### src/rtl/mod_counter_pkg.sv
// Shared types and helpers for the programmable-modulus counter.
package mod_counter_pkg;

   // Behaviour when a step hits the count boundary.
   typedef enum logic {
      MODE_WRAP = 1'b0,
      MODE_SAT  = 1'b1
   } mode_e;

   // Count direction.
   typedef enum logic {
      DIR_DOWN = 1'b0,
      DIR_UP   = 1'b1
   } dir_e;

   // Bits needed to hold 0..n-1, never less than one bit.
   function automatic int clog2_min1(input int n);
      int r;
      r = 0;
      for (int i = 0; i < 31; i++) begin
         if ((1 << i) < n) begin
            r = i + 1;
         end
      end
      return (r < 1) ? 1 : r;
   endfunction

endpackage : mod_counter_pkg

### src/rtl/mod_counter_tick_prescaler.sv
// Divides the enable stream by PRESCALE: tick is high on the last
// enabled cycle of each PRESCALE-cycle period.
module tick_prescaler
   import mod_counter_pkg::*;
#(
   parameter int PRESCALE = 1,
   parameter int PS_W     = 1
) (
   input  logic clk,
   input  logic rst,
   input  logic en,
   input  logic sync_clr,
   output logic tick
);

   localparam logic [PS_W-1:0] LAST = PS_W'(PRESCALE - 1);

   logic [PS_W-1:0] cnt_q;
   logic [PS_W-1:0] cnt_d;

   // With PRESCALE==1 LAST is 0 and the count never leaves 0, so tick is constant 1.
   assign tick = (cnt_q == LAST);

   // Next prescaler phase: restart on clear/load, advance only while enabled.
   always_comb begin
      cnt_d = cnt_q;
      if (sync_clr) begin
         cnt_d = '0;
      end else if (en) begin
         cnt_d = (cnt_q == LAST) ? '0 : cnt_q + PS_W'(1);
      end
   end

   // Prescaler phase register.
   always_ff @(posedge clk or posedge rst) begin
      if (rst) begin
         cnt_q <= '0;
      end else begin
         cnt_q <= cnt_d;
      end
   end

endmodule : tick_prescaler

### src/rtl/mod_counter.sv
// Programmable-modulus up/down counter with wrap/saturate boundary handling,
// synchronous clear/load, built-in prescaler and boundary status outputs.
module mod_counter
   import mod_counter_pkg::*;
#(
   parameter int WIDTH    = 4,
   parameter int PRESCALE = 1
) (
   input  logic             clk,
   input  logic             rst,
   input  logic             en,
   input  logic             clr,
   input  logic             load,
   input  logic [WIDTH-1:0] load_val,
   input  logic             up,
   input  logic [WIDTH-1:0] limit,
   input  logic             sat_mode,
   output logic [WIDTH-1:0] q,
   output logic             tc,
   output logic             wrap_pulse,
   output logic             ovf_sticky
);

   localparam int PS_W = clog2_min1(PRESCALE);

   logic [WIDTH-1:0] q_q;
   logic [WIDTH-1:0] q_d;
   logic             wrap_q;
   logic             wrap_d;
   logic             ovf_q;
   logic             ovf_d;
   logic             ps_tick;
   logic             step;
   logic             at_bound;
   dir_e             dir;
   mode_e            mode;

   assign dir  = dir_e'(up);
   assign mode = mode_e'(sat_mode);

   tick_prescaler #(
      .PRESCALE (PRESCALE),
      .PS_W     (PS_W)
   ) u_prescaler (
      .clk      (clk),
      .rst      (rst),
      .en       (en),
      .sync_clr (clr | load),
      .tick     (ps_tick)
   );

   assign step = en & ps_tick;

   // Up uses >= so a count left above a lowered limit is treated as a boundary.
   assign at_bound = (dir == DIR_UP) ? (q_q >= limit) : (q_q == '0);

   assign tc         = (dir == DIR_UP) ? (q_q == limit) : (q_q == '0);
   assign q          = q_q;
   assign wrap_pulse = wrap_q;
   assign ovf_sticky = ovf_q;

   // Next count and flags, priority clear > load > step.
   always_comb begin
      q_d    = q_q;
      wrap_d = 1'b0;
      ovf_d  = ovf_q;
      if (clr) begin
         q_d   = '0;
         ovf_d = 1'b0;
      end else if (load) begin
         q_d = (load_val > limit) ? limit : load_val;
      end else if (step) begin
         if (!at_bound) begin
            q_d = (dir == DIR_UP) ? q_q + WIDTH'(1) : q_q - WIDTH'(1);
         end else if (mode == MODE_SAT) begin
            q_d   = (dir == DIR_UP) ? limit : '0;
            ovf_d = 1'b1;
         end else begin
            q_d    = (dir == DIR_UP) ? '0 : limit;
            wrap_d = 1'b1;
            ovf_d  = 1'b1;
         end
      end
   end

   // Count and status registers.
   always_ff @(posedge clk or posedge rst) begin
      if (rst) begin
         q_q    <= '0;
         wrap_q <= 1'b0;
         ovf_q  <= 1'b0;
      end else begin
         q_q    <= q_d;
         wrap_q <= wrap_d;
         ovf_q  <= ovf_d;
      end
   end

endmodule : mod_counter

### config.mk
export PLATFORM = sky130hd
export DESIGN_NAME = mod_counter
export DESIGN_NICKNAME = d
export VERILOG_FILES = /design/src/rtl/mod_counter_pkg.sv /design/src/rtl/mod_counter_tick_prescaler.sv /design/src/rtl/mod_counter.sv
export SDC_FILE = /design/constraint.sdc
export NUM_CORES = 1
export LEC_CHECK = 0
export BUFFER_PORTS_ARGS = -buffer_cell sky130_fd_sc_hd__buf_2
export CAP_MARGIN = 20
export CORE_MARGIN = 1
export CORE_UTILIZATION = 51
export DETAILED_ROUTE_END_ITERATION = 8
export PLACE_DENSITY_LB_ADDON = 0.05
export SYNTH_ARGS = -nofsm -noshare
export SYNTH_HDL_FRONTEND = slang
export SYNTH_HIERARCHICAL = 1
export SYNTH_SLANG_ARGS = --single-unit
### constraint.sdc
create_clock -name clk -period 2.7 [get_ports clk]
set_input_delay 0.675 -clock clk [delete_from_list [all_inputs] [get_ports clk]]
set_output_delay 0.675 -clock clk [all_outputs]
set_load 0.01 [all_outputs]
==> results by group, run 1 <==
Outcome
  • Status: completed

Floorplan
  • Core ar.: 1506 µm²
  • Die W: 42.09 µm
  • Initial core utilization: 0.5440
  • Die area: approximately 1800 µm²
  • Site Rows: 14
  • Die Y: 42.09 µm
  • I/O pin count: 22

Power
  • VDD IR-drop max: 386.5 µV
  • Net switching power: roughly 150 µW
  • Leak: 0.4939 nW
  • Clock share of power: 0.194
  • Sw Share: 0.3758
  • P_int: 252.5 µW
  • Pwr per Cell Area: 409.8 nW/µm²
  • Logic pwr share: 0.541
  • Sequential power share: 0.266

GRT
  • First-pass GRT wire length: between 3000 and 4000 µm
  • Vias in the first global route: 754
  • Gr ovfl total: 0
  • Largest net degree at the start of global routing: 13
  • Total Routing Usage GR: 0.2403
  • Antenna violations before repair: 0

Detailed routing
  • Drt pass-1 iters: 4
  • Drt drc: 0
  • Wire length after detailed routing: 1885 µm
  • Vias: 806
  • Routed WL per cell: about 14 µm
  • Vias per cell: 6.015
  • Post-route ant nets: 0
  • Drt initial violations: 24

Clock network
  • H-tree levels: 1
  • Worst-Skew Late Latency: 0.24 ns
  • Clk root buf: clkbuf_4
  • # clock sinks: 6
  • Reg clk slew, reported paths: 0.04 ns
  • Clk buf depth: 2
  • Num CTS Buffers: 3
  • CTS Hold Bufs: 0
  • CTS tree: yes

Critical path
  • Startpoint types: register
  • Worst R2R End: q[3]
  • Crit Path Max Fanout: 7
  • Critical Path AT: 1.78 ns
  • Worst EP required: 2.03 ns
  • Crit path launch: q[0]
  • Nature of the critical path endpoint: output pin
  • RR Startpoint: q[0]
  • Critical path endpoint: tc
  • Reg2Reg Setup Slack: about 0.38 ns
  • Reg2reg path depth: 7
  • Setup Crit Path Kind: register to output pin

Hold path
  • Hold Crit Class: input pin to async pin

Layout
  • Nets: 146
  • Post-Layout Cell Count: ~130
  • Area growth syn-to-layout: 20.46%
  • Share of layout cells above drive strength 1: 0.3305
  • Antenna diodes: 0
  • Fill count: roughly 140

Yosys
  • Mapped cell area: 819.5 µm²
  • Leading area contributor after synthesis: dfrtp_1
  • Commonest cells post-synth: 10 x ha_1, 10 x inv_1, 7 x a21oi_1, 7 x nor2_1, 6 x dfrtp_1
  • Ys flop type: dfrtp_1
  • Syn Nets: between 100 and 150
  • Top cells by area, synth: dfrtp_1 18%, ha_1 15%, mux2i_1 4.9%, inv_1 4.6%, a21oi_1 4.3%
  • Yosys cell types: between 40 and 50
  • Gate count after technology mapping: 92
  • EDFF count, synth: 0
  • Yosys reg bits: 6
  • Synth warnings: 6
  • Fraction of registers with async set/reset: 1.000
  • Avg Cell Area, Syn: between 8 and 9 µm²
  • Synth top area share: 0.1832
  • Register area share after synthesis: 0.1832

STA
  • Worst setup margin: 0.2470 ns
  • Max Clk Rate: roughly 400 MHz
  • Period utilisation layout: 0.9085
  • Final setup fails: 0
  • Count of pins over their slew limit: 0
  • Final hold violation count: 0
  • Setup TNS: 0 ns
  • Clock Skew: 0.004075 ns
  • Tmin final: between 2 and 2.5 ns
  • RSZ-0062 raised after global routing: no

Placement
  • DP HPWL: 1543 µm
  • Placed Instances: 131
  • Port Buffers: 21
  • Gp weighted congestion: 0.8838
  • Pre-CTS setup slack: 0.07563 ns

Run
  • Max-cap violations: 0
[registers in the layout (all words and copies together), names as in the netlist]
register    cells
ovf_sticky      1
wrap_pulse      1
q               4
[metal layers]
metal	vias up	part of all wire	track usage
li1	402	-	-
met1	377	0.45	0.3279
met2	27	0.51	0.4188
met3	0	0.036	0.05172
met4	0	0	0
met5	-	0	0
[worst min path at each step]
stage	startpoint	endpoint	slack (ns)	cells after the start
after floorplan	rst	ovf_sticky	0.47	1
after global placement	ovf_sticky	ovf_sticky	0.51	2
after detailed placement	ovf_sticky	ovf_sticky	0.50	2
after CTS	rst	q[0]	0.33	2
after global routing	rst	q[0]	0.34	2
final	rst	q[0]	0.34	2
[final cells by class]
cell class	count	area, µm²	share of cell area
Multi-Input combinational cell	74	621.8	0.6299
Timing Repair Buffer	25	135.1	0.1369
Tap cell	16	20.02	0.02028
Inverter	10	37.54	0.03802
Clock buffer	3	22.52	0.02281
Sequential cell	6	150.1	0.1521
[critical path, cell delays in order (launching register included)]
cell and delay, ns:
dfrtp_1 0.45, or4_4 0.58, nor2_2 0.25, a31o_2 0.14
buf_2 0.12
[placed cells by master, fill, tap and decap left out, types with 2 or more instances in the layout]
cell type / synthesis / routed
a2111oi_2: 2 / 2
a21oi_1: 7 / 7
a221oi_1: 2 / 2
buf_2: 1 / 21
buf_4: 1 / 4
clkbuf_4: 0 / 3
dfrtp_1: 6 / 6
ha_1: 10 / 10
inv_1: 10 / 10
mux2i_1: 4 / 4
nand2_1: 5 / 5
nand2b_1: 5 / 5
nor2_1: 7 / 6
o21ai_0: 2 / 2
[power by group through the flow]
stage / registers, mW / logic [mW] / clock network [mW]
after floorplan: 0.114 / 0.143 / 0
after global placement: 0.109 / 0.212 / 0
after detailed placement: 0.108 / 0.217 / 0
after CTS: 0.107 / 0.218 / 0.0820
after global routing: 0.108 / 0.242 / 0.0876
final: 0.107 / 0.219 / 0.0784
[logic make-up (layout without fill, tap and decap cells)]
family                   count (synthesis)  in the layout  synth area share
AND/OR/NAND/NOR                         29             29            0.2199
AO/OA/AOI/OAI                           26             26            0.2703
buffers and inverters                   12             38           0.06107
adder cells (fa/ha/maj)                 11             11            0.1771
flip-flops                               6              6            0.1832
multiplexers                             5              5           0.06260
XOR/XNOR                                 2              2           0.02138
other                                    1              1          0.004576
[stage by stage]
stage | power [mW] | hold WS [ns] | instance area, µm² | utilization
finish | 0.4046 | 0.3356 | 987.2 | 0.6553
global route | 0.4380 | 0.3360 | 987.2 | 0.6553
CTS | 0.4074 | 0.3338 | 984.7 | 0.6537
detailed placement | 0.3250 | 0.5029 | 962.2 | 0.6387
global placement | 0.3207 | 0.5058 | 962.2 | 0.6387
floorplan | 0.2568 | 0.4660 | 819.5 | -
[what timing repair did]
action	4_1_cts	5_1_grt
setup buffers	0	0
endpoints found under the setup margin	0	1
gates resized for setup	0	1
(Power assumes the default switching activity.)
==> run 2, diff against run 1 <==
--- a/config.mk
+++ b/config.mk
@@ -8,7 +8,9 @@
 export BUFFER_PORTS_ARGS = -buffer_cell sky130_fd_sc_hd__buf_2
 export CAP_MARGIN = 20
 export CORE_MARGIN = 1
-export CORE_UTILIZATION = 51
+export CORE_UTILIZATION = 54
+export CTS_BUF_LIST = sky130_fd_sc_hd__clkbuf_4 sky130_fd_sc_hd__clkbuf_8
+export CTS_CLUSTER_DIAMETER = 200
 export DETAILED_ROUTE_END_ITERATION = 8
 export PLACE_DENSITY_LB_ADDON = 0.05
 export SYNTH_ARGS = -nofsm -noshare
==> results by group, run 2 (same netlist as run 1, synthesis figures left out) <==
Outcome
  • Status: completed

Detailed routing
  • Routed WL per cell: 13.75 µm (-2.3%)
  • Post-route ant nets: 0 (unchanged)
  • Drt drc: 0 (unchanged)
  • Wire length after detailed routing: 1815 µm (-3.7%)
  • Drt pass-1 iters: 4 (unchanged)
  • Vias: 805 (-0.12%)
  • Drt initial violations: 9 (-63%)
  • Vias per cell: 6.098 (+1.4%)

Floorplan
  • I/O pin count: 22 (unchanged)
  • Die Y: 40.96 µm (-2.7%)
  • Core ar.: 1350 µm² (-10%)
  • Initial core utilization: 0.6070 (+0.06302)
  • Die area: 1677 µm² (-5.3%)
  • Site Rows: 13 (-1)
  • Die W: 40.96 µm (-2.7%)

Clock network
  • H-tree levels: 1 (unchanged)
  • Reg clk slew, reported paths: 0.04 ns (about the same)
  • Clk buf depth: 2 (unchanged)
  • # clock sinks: 6 (unchanged)
  • Num CTS Buffers: 3 (unchanged)
  • Setup Buffers After CTS: 0 (unchanged)
  • Post-CTS sizing: 0 (unchanged)
  • Worst-Skew Late Latency: 0.24 ns (about the same)
  • CTS tree: yes
  • CTS Hold Bufs: 0 (unchanged)
  • Clk root buf: clkbuf_4

Layout
  • Commonest non-fill, non-tap cell in the layout: buf_2
  • Antenna diodes: 0 (unchanged)
  • Fill count: 118 (-15%)
  • Area growth syn-to-layout: 19.08%
  • Most frequent cells in the layout: 21 x buf_2, 10 x inv_1, 10 x ha_1
  • Share of layout cells above drive strength 1: 0.3162 (-0.01427)
  • Max reg flops: 4 (unchanged)
  • Area of the multi-input gates: 619.3 µm² (-0.40%)
  • Nets: 145 (-0.68%)
  • FF+latch area: 150.1 µm² (unchanged)

Power
  • Clock share of power: 0.197 (+0.003)
  • Sw Share: 0.3751 (-0.0007204)
  • Overall power: 399.8 µW (-1.2%)
  • Logic pwr share: 0.526 (-0.015)
  • Net switching power: 150.0 µW (-1.4%)
  • Sequential power share: 0.277 (+0.011)
  • VDD IR-drop max: 383.5 µV (-0.78%)
  • Leak: 0.4887 nW (-1.0%)
  • P_int: 249.8 µW (-1.1%)
  • Pwr per Cell Area: 409.7 nW/µm² (about the same)

Run
  • Max-cap violations: 0 (unchanged)

STA
  • Tmin final: 2.551 ns (+0.09794 ns)
  • Final hold violation count: 0 (unchanged)
  • Max Clk Rate: 392.0 MHz (-3.8%)
  • RSZ-0062 raised after global routing: no
  • Count of pins over their slew limit: 0 (unchanged)
  • Final setup fails: 0 (unchanged)
  • Period utilisation layout: 0.9448 (+0.03627)
  • Setup TNS: 0 ns (unchanged)
  • Clock Skew: 0.001018 ns (-0.003057 ns)

Critical path
  • Critical Path AT: 1.88 ns (+0.10 ns)
  • Worst EP required: 2.03 ns (about the same)
  • Reg2Reg Setup Slack: 0.42 ns (+0.04 ns)
  • Nature of the critical path endpoint: output pin
  • Startpoint types: register
  • Crit path launch: q[0]
  • Crit Path Max Fanout: 7 (unchanged)
  • Setup Crit Path Kind: register to output pin
  • RR Startpoint: q[0]

GRT
  • Largest net degree at the start of global routing: 13 (unchanged)
  • Total Routing Usage GR: 0.2582 (+0.01785)
  • Antenna violations before repair: 0 (unchanged)
  • Gr ovfl total: 0 (unchanged)
  • Vias in the first global route: 689 (-8.6%)
  • First-pass GRT wire length: 2849 µm (-12%)

Placement
  • DP HPWL: 1495 µm (-3.1%)
  • Gp weighted congestion: 0.8096 (-8.4%)
  • Port Buffers: 21 (unchanged)

Hold path
  • Hold Crit Class: input pin to async pin
==> run 2: cell count changes in the layout (fill, tap and decap cells not counted), sizes merged <==
cell | before | now
buf | 25 | 24
==> run 2: path summary, 6_finish.rpt <==
| path | depth (start not counted) | to |
|---|---|---|
| max reg2reg | 8 | q[0] |
| min reg2reg | 2 | ovf_sticky |
| min in group clk | 2 | ovf_sticky |
| max | 4 | tc |
| max in group asynchronous | 2 | q[2] |
| min | 2 | q[1] |
==> run 2: layout make-up <==
type | instances | area share
timing repair buffer | 24 | 0.1308
clock buffer | 3 | 0.02308
inverter | 10 | 0.03846
tap | 15 | 0.01923
multi-input combinational | 74 | 0.6346
sequential | 6 | 0.1538
==> run 2: layer usage <==
layer	up-vias	part of all wire	global-route usage	wire length, µm
met2	24	0.47	0.4531	861
li1	399	-	-	-
met3	0	0.045	0.06522	81
met1	382	0.48	0.3333	872
met5	-	0	0	0
met4	0	0	0	0
==> run 2: stage by stage <==
stage          setup WS [ns]    util  instance area, µm²  std cells  hold WS [ns]
5_1_grt              0.06131  0.7229               975.9        132        0.3437
3_5_place_dp          0.1034  0.7062               953.4        129        0.5160
4_1_cts               0.1396  0.7229               975.9        132        0.3318
6_report              0.1491  0.7229               975.9        132        0.3376
3_3_place_gp          0.1144  0.7062               953.4        129        0.5056
2_1_floorplan         0.3749       -               819.5         92        0.4660
==> run 2: worst max-delay path: stages (launching register included) <==
cell and delay, ns:
dfrtp_1 0.45, or4_4 0.57, nor2_1 0.33, a31o_2 0.17
buf_2 0.12
==> run 2: power by group through the flow <==
stage | Sequential, mW | Clock, mW | Combinational, mW
after floorplan | 0.114 | 0 | 0.143
after global placement | 0.112 | 0 | 0.206
after detailed placement | 0.112 | 0 | 0.209
after CTS | 0.111 | 0.0822 | 0.211
after global routing | 0.111 | 0.0896 | 0.233
final | 0.111 | 0.0788 | 0.210
